## config.mk

```make
export PLATFORM = sky130hd
export DESIGN_NAME = sram_axi_arbiter
export DESIGN_NICKNAME = d
export VERILOG_FILES = /design/src/rtl/cpu_axi_pkg.sv /design/src/rtl/sram_axi_wstrb_gen.sv /design/src/rtl/sram_axi_arbiter.sv
export SDC_FILE = /design/constraint.sdc
export NUM_CORES = 1
export LEC_CHECK = 0
export CORE_AREA = 2 2 143 145
export CTS_BUF_LIST = sky130_fd_sc_hd__clkbuf_4
export DETAILED_ROUTE_END_ITERATION = 10
export DIE_AREA = 0 0 145 147
export PLACE_DENSITY_LB_ADDON = 0.05
export SETUP_SLACK_MARGIN = 0.5
export SYNTH_ARGS = -nofsm -noshare
export SYNTH_HDL_FRONTEND = slang
export SYNTH_HIERARCHICAL = 1
export SYNTH_SLANG_ARGS = --single-unit
export TNS_END_PERCENT = 30
```

## constraint.sdc

```tcl
create_clock -name clk -period 2.6 [get_ports clk]
set_input_delay 0.52 -clock clk [delete_from_list [all_inputs] [get_ports clk]]
set_output_delay 0.52 -clock clk [all_outputs]
set_load 0.005 [all_outputs]
```

## src/rtl/cpu_axi_pkg.sv

```systemverilog
// Shared types and constants for the sram-like to AXI bridge/arbiter.
// Contents: FSM state encodings, default AXI IDs, AXI tie-off constants,
// the latched request payload struct, and size/strobe helper functions.
package cpu_axi_pkg;

  localparam int unsigned ADDR_W = 32;
  localparam int unsigned DATA_W = 32;
  localparam int unsigned ID_W   = 4;
  localparam int unsigned STRB_W = 4;

  // FSM state encodings
  localparam logic [2:0] ST_IDLE   = 3'd0;
  localparam logic [2:0] ST_RD_AR  = 3'd1;
  localparam logic [2:0] ST_RD_R   = 3'd2;
  localparam logic [2:0] ST_WR_AWW = 3'd3;
  localparam logic [2:0] ST_WR_B   = 3'd4;

  // Default transaction IDs
  localparam logic [ID_W-1:0] INST_ID_DEF = 4'd0;
  localparam logic [ID_W-1:0] DATA_ID_DEF = 4'd1;

  // AXI tie-offs: single-beat INCR, normal, non-cacheable, unprivileged
  localparam logic [7:0] AXI_LEN        = 8'h00;
  localparam logic [1:0] AXI_BURST_INCR = 2'b01;
  localparam logic [1:0] AXI_LOCK       = 2'b00;
  localparam logic [3:0] AXI_CACHE      = 4'b0000;
  localparam logic [2:0] AXI_PROT       = 3'b000;

  // Request captured on the accept cycle
  typedef struct packed {
    logic [ID_W-1:0]   id;
    logic [ADDR_W-1:0] addr;
    logic [2:0]        size;
    logic              wr;
    logic [DATA_W-1:0] wdata;
  } req_t;

  // sram size code -> AXI size; the unused code 2'b11 is treated as word
  function automatic logic [2:0] axi_size(input logic [1:0] size);
    return (size == 2'b11) ? 3'b010 : {1'b0, size};
  endfunction

  // AXI size + byte offset -> write strobe
  function automatic logic [STRB_W-1:0] size_to_strb(input logic [2:0] size,
                                                      input logic [1:0] off);
    case (size)
      3'd0:    return 4'b0001 << off;
      3'd1:    return 4'b0011 << off;
      default: return 4'b1111;
    endcase
  endfunction

endpackage

```

## src/rtl/sram_axi_wstrb_gen.sv

```systemverilog
// Write-strobe generator.
// Ports: size (AXI size code), addr_lo (byte offset), wstrb (byte lanes).
module sram_axi_wstrb_gen
  import cpu_axi_pkg::*;
(
  input  logic [2:0]        size,
  input  logic [1:0]        addr_lo,
  output logic [STRB_W-1:0] wstrb
);

  assign wstrb = size_to_strb(size, addr_lo);

endmodule

```

## src/rtl/sram_axi_arbiter.sv

```systemverilog
// Arbitrates the fetch (inst) and mem (data) sram-like ports onto one AXI
// master with a single outstanding transaction.
// Ports: clk/resetn; inst_* fetch port; data_* mem port; ar*/r*/aw*/w*/b*
// AXI master channels including constant tie-offs.
// Config: define SRAM_AXI_ARB_RR_EN for round-robin grant on ties;
// otherwise data has fixed priority over inst.
module sram_axi_arbiter
  import cpu_axi_pkg::*;
#(
  parameter logic [ID_W-1:0] INST_ID = INST_ID_DEF,
  parameter logic [ID_W-1:0] DATA_ID = DATA_ID_DEF
) (
  input  logic              clk,
  input  logic              resetn,
  // fetch port
  input  logic              inst_req,
  input  logic [ADDR_W-1:0] inst_addr,
  output logic              inst_addr_ok,
  output logic              inst_data_ok,
  output logic [DATA_W-1:0] inst_rdata,
  // mem port
  input  logic              data_req,
  input  logic              data_wr,
  input  logic [1:0]        data_size,
  input  logic [ADDR_W-1:0] data_addr,
  input  logic [DATA_W-1:0] data_wdata,
  output logic              data_addr_ok,
  output logic              data_data_ok,
  output logic [DATA_W-1:0] data_rdata,
  // AR
  output logic [ID_W-1:0]   arid,
  output logic [ADDR_W-1:0] araddr,
  output logic [7:0]        arlen,
  output logic [2:0]        arsize,
  output logic [1:0]        arburst,
  output logic [1:0]        arlock,
  output logic [3:0]        arcache,
  output logic [2:0]        arprot,
  output logic              arvalid,
  input  logic              arready,
  // R
  input  logic [ID_W-1:0]   rid,
  input  logic [DATA_W-1:0] rdata,
  input  logic              rvalid,
  output logic              rready,
  // AW
  output logic [ID_W-1:0]   awid,
  output logic [ADDR_W-1:0] awaddr,
  output logic [7:0]        awlen,
  output logic [2:0]        awsize,
  output logic [1:0]        awburst,
  output logic [1:0]        awlock,
  output logic [3:0]        awcache,
  output logic [2:0]        awprot,
  output logic              awvalid,
  input  logic              awready,
  // W
  output logic [ID_W-1:0]   wid,
  output logic [DATA_W-1:0] wdata,
  output logic [STRB_W-1:0] wstrb,
  output logic              wlast,
  output logic              wvalid,
  input  logic              wready,
  // B
  input  logic              bvalid,
  output logic              bready
);

  logic [2:0]        state_q, state_n;
  req_t              req_q, req_n;
  logic              arvalid_q, arvalid_n;
  logic              rready_q, rready_n;
  logic              awvalid_q, awvalid_n;
  logic              wvalid_q, wvalid_n;
  logic              bready_q, bready_n;
  logic              aw_done_q, aw_done_n;
  logic              w_done_q, w_done_n;
  logic              inst_data_ok_q, inst_data_ok_n;
  logic              data_data_ok_q, data_data_ok_n;
  logic [DATA_W-1:0] inst_rdata_q, inst_rdata_n;
  logic [DATA_W-1:0] data_rdata_q, data_rdata_n;
  logic              grant_en, grant_data, grant_inst;
  logic              aw_now, w_now;

  // The single outstanding transaction identifies its owner; rid is not needed
  logic unused_rid;
  assign unused_rid = ^rid;

  // No grant during the data_ok cycle that follows a completion
  assign grant_en = (state_q == ST_IDLE) & ~inst_data_ok_q & ~data_data_ok_q;

`ifdef SRAM_AXI_ARB_RR_EN
  // 1 = inst was served last; resets so that data wins the first tie
  logic last_inst_q;

  always_ff @(posedge clk or negedge resetn) begin
    if (!resetn)                              last_inst_q <= 1'b1;
    else if (grant_en && (data_req || inst_req)) last_inst_q <= ~grant_data;
  end

  assign grant_data = data_req & (~inst_req | last_inst_q);
`else
  assign grant_data = data_req;
`endif
  assign grant_inst = inst_req & ~grant_data;

  assign data_addr_ok = grant_en & grant_data;
  assign inst_addr_ok = grant_en & grant_inst;

  // Next-state and registered-output logic
  always_comb begin
    state_n        = state_q;
    req_n          = req_q;
    arvalid_n      = 1'b0;
    rready_n       = 1'b0;
    awvalid_n      = 1'b0;
    wvalid_n       = 1'b0;
    bready_n       = 1'b0;
    aw_done_n      = aw_done_q;
    w_done_n       = w_done_q;
    inst_data_ok_n = 1'b0;
    data_data_ok_n = 1'b0;
    inst_rdata_n   = inst_rdata_q;
    data_rdata_n   = data_rdata_q;
    aw_now         = 1'b0;
    w_now          = 1'b0;

    case (state_q)
      ST_IDLE: begin
        if (data_addr_ok) begin
          req_n = '{id: DATA_ID, addr: data_addr, size: axi_size(data_size),
                    wr: data_wr, wdata: data_wdata};
          if (data_wr) begin
            state_n   = ST_WR_AWW;
            awvalid_n = 1'b1;
            wvalid_n  = 1'b1;
            aw_done_n = 1'b0;
            w_done_n  = 1'b0;
          end else begin
            state_n   = ST_RD_AR;
            arvalid_n = 1'b1;
          end
        end else if (inst_addr_ok) begin
          req_n     = '{id: INST_ID, addr: inst_addr, size: 3'b010,
                        wr: 1'b0, wdata: '0};
          state_n   = ST_RD_AR;
          arvalid_n = 1'b1;
        end
      end

      ST_RD_AR: begin
        if (arready) state_n   = ST_RD_R;
        else         arvalid_n = 1'b1;
      end

      // rready is raised one cycle after entry and drops on the handshake
      ST_RD_R: begin
        if (rvalid && rready_q) begin
          state_n = ST_IDLE;
          if (req_q.id == INST_ID) begin
            inst_rdata_n   = rdata;
            inst_data_ok_n = 1'b1;
          end else begin
            data_rdata_n   = rdata;
            data_data_ok_n = 1'b1;
          end
        end else begin
          rready_n = 1'b1;
        end
      end

      // AW and W complete independently; leave once both have handshaken
      ST_WR_AWW: begin
        aw_now    = aw_done_q | (awvalid_q & awready);
        w_now     = w_done_q  | (wvalid_q & wready);
        aw_done_n = aw_now;
        w_done_n  = w_now;
        awvalid_n = ~aw_now;
        wvalid_n  = ~w_now;
        if (aw_now && w_now) state_n = ST_WR_B;
      end

      ST_WR_B: begin
        if (bvalid && bready_q) begin
          state_n        = ST_IDLE;
          data_data_ok_n = req_q.wr;
        end else begin
          bready_n = 1'b1;
        end
      end

      default: state_n = ST_IDLE;
    endcase
  end

  // State and output registers
  always_ff @(posedge clk or negedge resetn) begin
    if (!resetn) begin
      state_q        <= ST_IDLE;
      req_q          <= '0;
      arvalid_q      <= 1'b0;
      rready_q       <= 1'b0;
      awvalid_q      <= 1'b0;
      wvalid_q       <= 1'b0;
      bready_q       <= 1'b0;
      aw_done_q      <= 1'b0;
      w_done_q       <= 1'b0;
      inst_data_ok_q <= 1'b0;
      data_data_ok_q <= 1'b0;
      inst_rdata_q   <= '0;
      data_rdata_q   <= '0;
    end else begin
      state_q        <= state_n;
      req_q          <= req_n;
      arvalid_q      <= arvalid_n;
      rready_q       <= rready_n;
      awvalid_q      <= awvalid_n;
      wvalid_q       <= wvalid_n;
      bready_q       <= bready_n;
      aw_done_q      <= aw_done_n;
      w_done_q       <= w_done_n;
      inst_data_ok_q <= inst_data_ok_n;
      data_data_ok_q <= data_data_ok_n;
      inst_rdata_q   <= inst_rdata_n;
      data_rdata_q   <= data_rdata_n;
    end
  end

  sram_axi_wstrb_gen u_wstrb_gen (
    .size    (req_q.size),
    .addr_lo (req_q.addr[1:0]),
    .wstrb   (wstrb)
  );

  assign inst_data_ok = inst_data_ok_q;
  assign inst_rdata   = inst_rdata_q;
  assign data_data_ok = data_data_ok_q;
  assign data_rdata   = data_rdata_q;

  assign arid    = req_q.id;
  assign araddr  = req_q.addr;
  assign arsize  = req_q.size;
  assign arlen   = AXI_LEN;
  assign arburst = AXI_BURST_INCR;
  assign arlock  = AXI_LOCK;
  assign arcache = AXI_CACHE;
  assign arprot  = AXI_PROT;
  assign arvalid = arvalid_q;
  assign rready  = rready_q;

  assign awid    = req_q.id;
  assign awaddr  = req_q.addr;
  assign awsize  = req_q.size;
  assign awlen   = AXI_LEN;
  assign awburst = AXI_BURST_INCR;
  assign awlock  = AXI_LOCK;
  assign awcache = AXI_CACHE;
  assign awprot  = AXI_PROT;
  assign awvalid = awvalid_q;

  assign wid     = DATA_ID;
  assign wdata   = req_q.wdata;
  assign wlast   = 1'b1;
  assign wvalid  = wvalid_q;
  assign bready  = bready_q;

endmodule
```

==> results of run 1 <==
path summary, 6_finish.rpt:
check                      cells after the start                          to                       start
max                                            3                data_addr_ok      data_data_ok$_DFF_PN0_
min reg2reg                                    1  inst_rdata[15]$_DFFE_PN0P_  inst_rdata[15]$_DFFE_PN0P_
max in group asynchronous                      3  inst_rdata[30]$_DFFE_PN0P_                      resetn
max reg2reg                                    7  inst_rdata[26]$_DFFE_PN0P_      state_q[0]$_DFFE_PN0P_
min in group clk                               1  inst_rdata[15]$_DFFE_PN0P_  inst_rdata[15]$_DFFE_PN0P_
min                                            2       wdata[12]$_DFFE_PN0P_                      resetn
cell usage after synthesis:
cell | count | share of area
sky130_fd_sc_hd__o311ai_0 | 1 | 0.0012
sky130_fd_sc_hd__nor3b_1 | 2 | 0.0020
sky130_fd_sc_hd__o31ai_1 | 1 | 0.0010
sky130_fd_sc_hd__nor4b_2 | 1 | 0.0020
sky130_fd_sc_hd__nand4_1 | 2 | 0.0017
sky130_fd_sc_hd__nor2b_1 | 3 | 0.0025
sky130_fd_sc_hd__inv_1 | 5 | 0.0025
sky130_fd_sc_hd__nor2_2 | 2 | 0.0017
sky130_fd_sc_hd__and2_0 | 1 | 0.00085
sky130_fd_sc_hd__conb_1 | 2 | 0.0010
sky130_fd_sc_hd__a21o_1 | 1 | 0.0010
sky130_fd_sc_hd__mux2_1 | 7 | 0.011
sky130_fd_sc_hd__a22o_1 | 33 | 0.039
sky130_fd_sc_hd__a22oi_1 | 1 | 0.0010
sky130_fd_sc_hd__nor3_4 | 1 | 0.0022
sky130_fd_sc_hd__clkbuf_1 | 24 | 0.012
sky130_fd_sc_hd__or3b_1 | 2 | 0.0024
sky130_fd_sc_hd__o21ai_0 | 6 | 0.0041
sky130_fd_sc_hd__nor2_1 | 37 | 0.019
sky130_fd_sc_hd__and3_1 | 1 | 0.00085
sky130_fd_sc_hd__nand3_1 | 1 | 0.00068
sky130_fd_sc_hd__o211ai_2 | 1 | 0.0017
sky130_fd_sc_hd__or3_1 | 33 | 0.028
sky130_fd_sc_hd__nand2b_1 | 3 | 0.0025
sky130_fd_sc_hd__nor3_1 | 33 | 0.022
sky130_fd_sc_hd__a21oi_1 | 34 | 0.023
sky130_fd_sc_hd__nand2_1 | 6 | 0.0031
sky130_fd_sc_hd__nand3b_1 | 1 | 0.0010
sky130_fd_sc_hd__buf_6 | 3 | 0.0046
sky130_fd_sc_hd__a211oi_1 | 1 | 0.0010
sky130_fd_sc_hd__nor3_2 | 1 | 0.0014
sky130_fd_sc_hd__o221a_2 | 32 | 0.049
sky130_fd_sc_hd__buf_2 | 11 | 0.0075
sky130_fd_sc_hd__dfrtp_1 | 144 | 0.49
sky130_fd_sc_hd__buf_4 | 159 | 0.16
sky130_fd_sc_hd__o211ai_1 | 2 | 0.0020
sky130_fd_sc_hd__mux2_2 | 57 | 0.087
sky130_fd_sc_hd__o32ai_1 | 1 | 0.0012
sky130_fd_sc_hd__o2bb2ai_1 | 2 | 0.0024
sky130_fd_sc_hd__a32o_1 | 1 | 0.0014
area by class of cell:
type	instances	share of cell area
antenna	2	0.0004660
clock buffer	17	0.01188
clock inverter	14	0.01445
inverter	5	0.001747
multi-input combinational	363	0.2494
sequential	144	0.3363
tap	270	0.03145
timing repair buffer	375	0.3543
power breakdown:
part	switching (W)	internal [W]
Clock	0.000871	0.000579
Combinational	0.00222	0.00395
Sequential	0.000723	0.00326
Total	0.00381	0.00778
sequential cells by signal, indices dropped and copies added (netlist names), 2 cells and up:
signal and cells:
araddr 32, arsize 2, data_rdata 32, inst_rdata 32
state_q 3, wdata 32
metal layers:
| layer | track usage | vias to the layer above | routed length [um] |
|---|---|---|---|
| li1 | - | 2638 | - |
| met1 | 0.2503 | 2840 | 9294 |
| met2 | 0.3583 | 266 | 11440 |
| met3 | 0.06366 | 38 | 1666 |
| met4 | 0.06832 | 0 | 550 |
| met5 | 0 | - | 0 |
through the flow:
stage	area (um2)	hold slack, ns	total power [W]
floorplan	7557	0.2244	0.007230
global placement	9925	0.4706	0.009578
detailed placement	9925	0.4742	0.009706
CTS	10490	0.4866	0.01145
global route	10740	0.4818	0.01233
finish	10740	0.5030	0.01159
kinds of logic (layout without fill, tap and decap cells):
kind of cell    after synthesis  after routing  synth area share
mux                          64             64           0.09779
other cells                   2             54          0.001019
simple gates                130            130           0.09423
buf+inv                     202            411            0.1888
flops                       144            144            0.4890
compound gates              117            117            0.1292
critical path, delay by kind of cell, from the launching register on:
kind	cells	cell delay (ns)
simple gates	2	0.57
buf+inv	1	0.12
flops	1	0.45
what timing repair did:
| action | CTS | global route |
|---|---|---|
| hold buffers | 1 | 0 |
| setup endpoints to repair | 34 | 149 |
| cloned | 2 | 3 |
| pin swaps | 2 | 5 |
| hold endpoints to repair | 63 | 0 |
| setup buffers | 20 | 9 |
| resized for setup | 44 | 31 |
==> results.txt, run 1 <==
----------------------------------------------------
[Run status]
  Run status ... completed

[Floorplan]
  Row cnt ... 52
  Starting Density ... 0.3714
  DIE WIDTH ... 145 um
  Total Die Area ... 21320 um2
  Die height ... roughly 150 um
  I/O pins ... 374
  Core region area ... between 15000 and 20000 um2

[Cells and area]
  Total number of nets in the final design ... 1050
  Final core utilization ... 0.5412
  Area of the multi-input gates ... 2679 um2
  Highest-count cells in the layout ignoring fill and taps ... 305 x sky130_fd_sc_hd__clkdlybuf4s50_1, 137 x sky130_fd_sc_hd__dfrtp_1, 52 x sky130_fd_sc_hd__conb_1
  Total area of sequential cells ... 3612 um2
  Proportion of layout cells with a drive suffix above 1 ... 0.2211
  Area added between synthesis and finish ... 45.74%
  Final cell count without fillers ... between 1000 and 1500
  Filler instances ... 1758
  Most common cell after layout, fill and taps aside ... sky130_fd_sc_hd__clkdlybuf4s50_1

[Power]
  Leakage power summed over all cells ... 4.665 nW
  PwrDens ... 1079 nW/um2
  Worst voltage drop across the vdd grid ... a little under 0.5 mV

[Global routing]
  First-pass GRT wire length ... approximately 34000 um
  Global routing usage summed across all routing layers ... 0.2083
  Initial antenna violation count ... 1
  Largest net degree at the start of global routing ... 67
  Remaining global-route overflow ... 0
  Number of global-route vias before repair ... 5884

[Critical path]
  Cell breakdown of the critical path ... or3b_4 -> nor2_4 -> buf_6
  Highest cell delay on the worst timing path ... between 0.4 and 0.5 ns
  Maximum fanout encountered on the critical timing path ... 4
  Crit path launch type ... flip-flop
  Class of the most critical setup path ... reg2out
  Crit path DAT ... 1.68 ns
  Slowest library cell on the worst path ... sky130_fd_sc_hd__dfrtp_2
  Endpoint kind of the worst setup timing path ... output port
  Worst Path Required ... 2.08 ns
  Worst reg2reg setup slack ... 0.50 ns

[Clocking]
  Clock-pin slew on the worst setup and hold paths ... 0.13 ns
  H-Tree Depth ... 4
  Clock latency reported for the late side of the worst-skew pair ... 0.53 ns
  Clock Sink Count ... 144
  Number of CTS-inserted buffers ... 17
  Clock Root Buffer ... sky130_fd_sc_hd__clkbuf_4
  TritonCTS clock tree ... yes
  Clock buffer depth ... 2

[Timing]
  Sum of negative setup slack ... 0 ns
  Final setup fails ... 0
  Slew at the pin closest to its max-slew limit ... 0.6123 ns
  Min Clock Period, post-route ... 2.196 ns
  Highest clock frequency the design can meet ... 455.5 MHz
  Worst-case headroom to the max-slew limit ... 0.5918
  Share of the clock period used by the worst path ... 0.8444
  Count of pins over their slew limit ... 0
  Setup repair after global routing missed its margin ... yes
  Hold Fails Final Rpt ... 0
  Clk_skew ... 0.01823 ns
  Final worst slack ... 0.4045 ns

[Logic synthesis]
  Share of synthesized area occupied by flip-flops and latches ... 0.4890
  Mean post-synth cell area ... 11.18 um2
  Cell count after synthesis ... 659
  Synth unique cells ... 40
  Post-synthesis instance area ... between 7000 and 8000 um2
  Number of register bits inferred by synthesis ... roughly 140
  Yosys warning total ... 6

[Placement]
  Number of buffers added on ports ... roughly 320
  Post-placement cell count ... approximately 1100
  Worst slack after detailed placement ... -0.1168 ns
  Final RePlAce weighted congestion ... 0.8026
  DP Wirelength ... about 15000 um

[Route]
  Post-detailed-route count of antenna-violating nets ... 0
  Average via count per standard cell ... 4.859
  Detailed router's first-iteration violation count ... roughly 330
  Drt pass-1 iters ... 6
  Detailed-route via count ... 5782
  Final Routed Wirelength ... 22950 um
  Wirelength per Cell ... 19.29 um
  DRC viols ... 0

[Worst hold path]
  Worst min-delay path class ... in2async

[Run]
  Count of max-cap constraint violations ... 0

----------------------------------------------------
Power figures use the tool's default switching activity.
==> inputs of run 2 (changes only) <==
Clock period 2.6 ns to 2.21 ns, I/O delays scaled along.
==> run 2 against run 1 <==
  * Die area unchanged
  * Clock skew about the same
  * Largest power group unchanged
  * Register-to-register slack worse by 0.42 ns
  * Largest cell class unchanged
  * Design area up 7.0%
  * Wire length up 4.2%
==> results.txt, run 2 (synthesis results as in run 1) <==
----------------------------------------------------
[Run status]
  Run status ... completed

[Critical path]
  Family with the most delay on the worst path ... simple AND/OR/NAND/NOR gates
  Crit path DAT ... 2.59 ns
  Maximum fanout encountered on the critical timing path ... 6
  Class of the most critical setup path ... reg2reg
  Cell breakdown of the critical path ... buf_4 -> buf_4 -> or3b_4 -> nor3_4 -> buf_6 -> clkbuf_16 -> mux2_2
  Highest cell delay on the worst timing path ... 0.43 ns
  Dominant cell type by count on the critical path ... sky130_fd_sc_hd__buf_4
  Worst Path Required ... 2.67 ns
  Crit path launch type ... flip-flop
  Buffers plus inverters on the worst setup path ... 4
  Endpoint kind of the worst setup timing path ... flip-flop
  Slowest library cell on the worst path ... sky130_fd_sc_hd__dfrtp_1

[Timing]
  Share of the clock period used by the worst path ... 0.9626
  Setup repair after global routing missed its margin ... yes
  Hold Fails Final Rpt ... 0
  Sum of negative setup slack ... 0 ns
  Final setup fails ... 0
  Clk_skew ... 0.01791 ns
  Final worst slack ... ~0.083 ns
  Count of pins over their slew limit ... 0
  Min Clock Period, post-route ... 2.127 ns
  Highest clock frequency the design can meet ... about 470 MHz

[Global routing]
  Number of global-route vias before repair ... approximately 6300
  Largest net degree at the start of global routing ... 50
  Global routing usage summed across all routing layers ... 0.2135
  First-pass GRT wire length ... 35630 um
  Remaining global-route overflow ... 0
  Initial antenna violation count ... 1

[Clocking]
  TritonCTS clock tree ... yes
  Clock latency reported for the late side of the worst-skew pair ... 0.55 ns
  Clock Root Buffer ... sky130_fd_sc_hd__clkbuf_4
  Number of CTS-inserted buffers ... 17
  Clock-pin slew on the worst setup and hold paths ... 0.14 ns
  H-Tree Depth ... 4
  Clock Sink Count ... about 140
  Clock buffer depth ... 2

[Floorplan]
  DIE WIDTH ... 145 um
  Die height ... 147 um
  Starting Density ... 0.3714
  Core region area ... 19840 um2
  Row cnt ... between 50 and 60
  Total Die Area ... 21320 um2
  I/O pins ... 374

[Route]
  Met3 wire len ... 1913 um
  Total length of routed met2 wires ... roughly 12000 um
  Top sig layer ... met4
  Detailed-route via count ... between 6000 and 7000
  Final Routed Wirelength ... 23920 um
  DRC viols ... 0
  Drt pass-1 iters ... 4
  Average via count per standard cell ... 4.937
  Post-detailed-route count of antenna-violating nets ... 0
  Post-route met1 wirelength ... 8835 um
  Detailed router's first-iteration violation count ... 259
  Wirelength per Cell ... around 19 um

[Run]
  Count of max-cap constraint violations ... 0

[Cells and area]
  Total number of nets in the final design ... 1117
  Most common cell after layout, fill and taps aside ... sky130_fd_sc_hd__clkdlybuf4s50_1
  Total area of sequential cells ... 3612 um2
  Area added between synthesis and finish ... 55.93%
  Highest-count cells in the layout ignoring fill and taps ... 138 x sky130_fd_sc_hd__clkdlybuf4s50_1, 137 x sky130_fd_sc_hd__dfrtp_1, 89 x sky130_fd_sc_hd__buf_6, 89 x sky130_fd_sc_hd__dlymetal6s2s_1, 60 x sky130_fd_sc_hd__buf_4
  Finished Cell Area ... 11490 um2
  Area of the multi-input gates ... approximately 2700 um2
  Filler instances ... around 1700
  Proportion of layout cells with a drive suffix above 1 ... 0.3540

[Placement]
  Final RePlAce weighted congestion ... 0.7939
  Post-Place Cell Area ... 10020 um2
  Number of buffers added on ports ... between 300 and 400
  Worst slack after detailed placement ... -0.2484 ns
  DP Wirelength ... 15270 um

[Power]
  PwrDens ... ~1300 nW/um2
  Worst voltage drop across the vdd grid ... 0.5318 mV
  Leakage power summed over all cells ... 6.344 nW

[Worst hold path]
  Worst min-delay path class ... in2async

----------------------------------------------------
-- run 2: cell count changes in the layout (fill, tap and decap cells not counted), sizes merged, moves of 2 or more --
cell           delta
buf             +109
bufbuf            -2
clkbuf           +33
clkdlybuf4s15    +14
clkdlybuf4s50   -167
clkinv            -3
clkinvlp          +3
dlygate4sd2       -6
dlymetal6s2s     +87
-- run 2: worst reg2reg max path: stages, from the launching register on --
cell	delay (ns)
sky130_fd_sc_hd__dfrtp_1	0.43
sky130_fd_sc_hd__buf_4	0.16
sky130_fd_sc_hd__buf_4	0.16
sky130_fd_sc_hd__or3b_4	0.40
sky130_fd_sc_hd__nor3_4	0.25
sky130_fd_sc_hd__buf_6	0.16
sky130_fd_sc_hd__clkbuf_16	0.15
sky130_fd_sc_hd__mux2_2	0.33
-- run 2: area by class of cell --
class	count	share of cell area
well taps	270	0.02940
inverters	5	0.001633
clock inverters	14	0.01154
multi-input cells	363	0.2324
flip-flops and latches	144	0.3144
repair buffers	442	0.3987
clock buffers	18	0.01176
diodes	1	0.0002178
-- run 2: worst paths after layout --
path,startpoint,endpoint,slack [ns],cells after the start
worst max register to register,state_q[0]$_DFFE_PN0P_,inst_rdata[6]$_DFFE_PN0P_,0.08,7
worst min-delay path,resetn,wdata[12]$_DFFE_PN0P_,0.39,2
worst max-delay path,state_q[0]$_DFFE_PN0P_,inst_rdata[6]$_DFFE_PN0P_,0.08,7
max in group asynchronous,resetn,araddr[1]$_DFFE_PN0P_,1.11,3
min in group clk,data_wdata[14],wdata[14]$_DFFE_PN0P_,0.49,2
worst min register to register,inst_rdata[15]$_DFFE_PN0P_,inst_rdata[15]$_DFFE_PN0P_,0.50,1
-- run 2: power breakdown --
| group | internal, W | leakage (nW) | switching, W |
|---|---|---|---|
| Clock | 0.000587 | 0.134 | 0.00108 |
| Combinational | 0.00509 | 4.41 | 0.00308 |
| Sequential | 0.00383 | 1.80 | 0.000728 |
-- run 2: per-stage QoR --
step / hold slack [ns] / utilization / instances / power [W]
6_report: 0.3895 / 0.5791 / 1257 / 0.01440
5_1_grt: 0.3705 / 0.5791 / 1257 / 0.01534
4_1_cts: 0.3758 / 0.5503 / 1240 / 0.01405
3_5_place_dp: 0.4198 / 0.5050 / 1128 / 0.01146
3_3_place_gp: 0.4162 / 0.5050 / 1128 / 0.01133
2_1_floorplan: 0.1464 / - / 709 / 0.008555
-- run 2: repair_timing --
action                                  in CTS  in global routing
gates cloned                                 1                  4
endpoints found under the setup margin     306                299
pin swaps                                    3                  9
resized for setup                          270                233
hold buffers                                 1                  0
setup buffers                               78                 12
hold endpoints to repair                    47                  0
-- run 2: layer usage --
layer	global-route usage	vias up
met5	0	-
met4	0.08663	0
li1	-	2763
met3	0.07143	48
met2	0.3645	298
met1	0.2481	3097
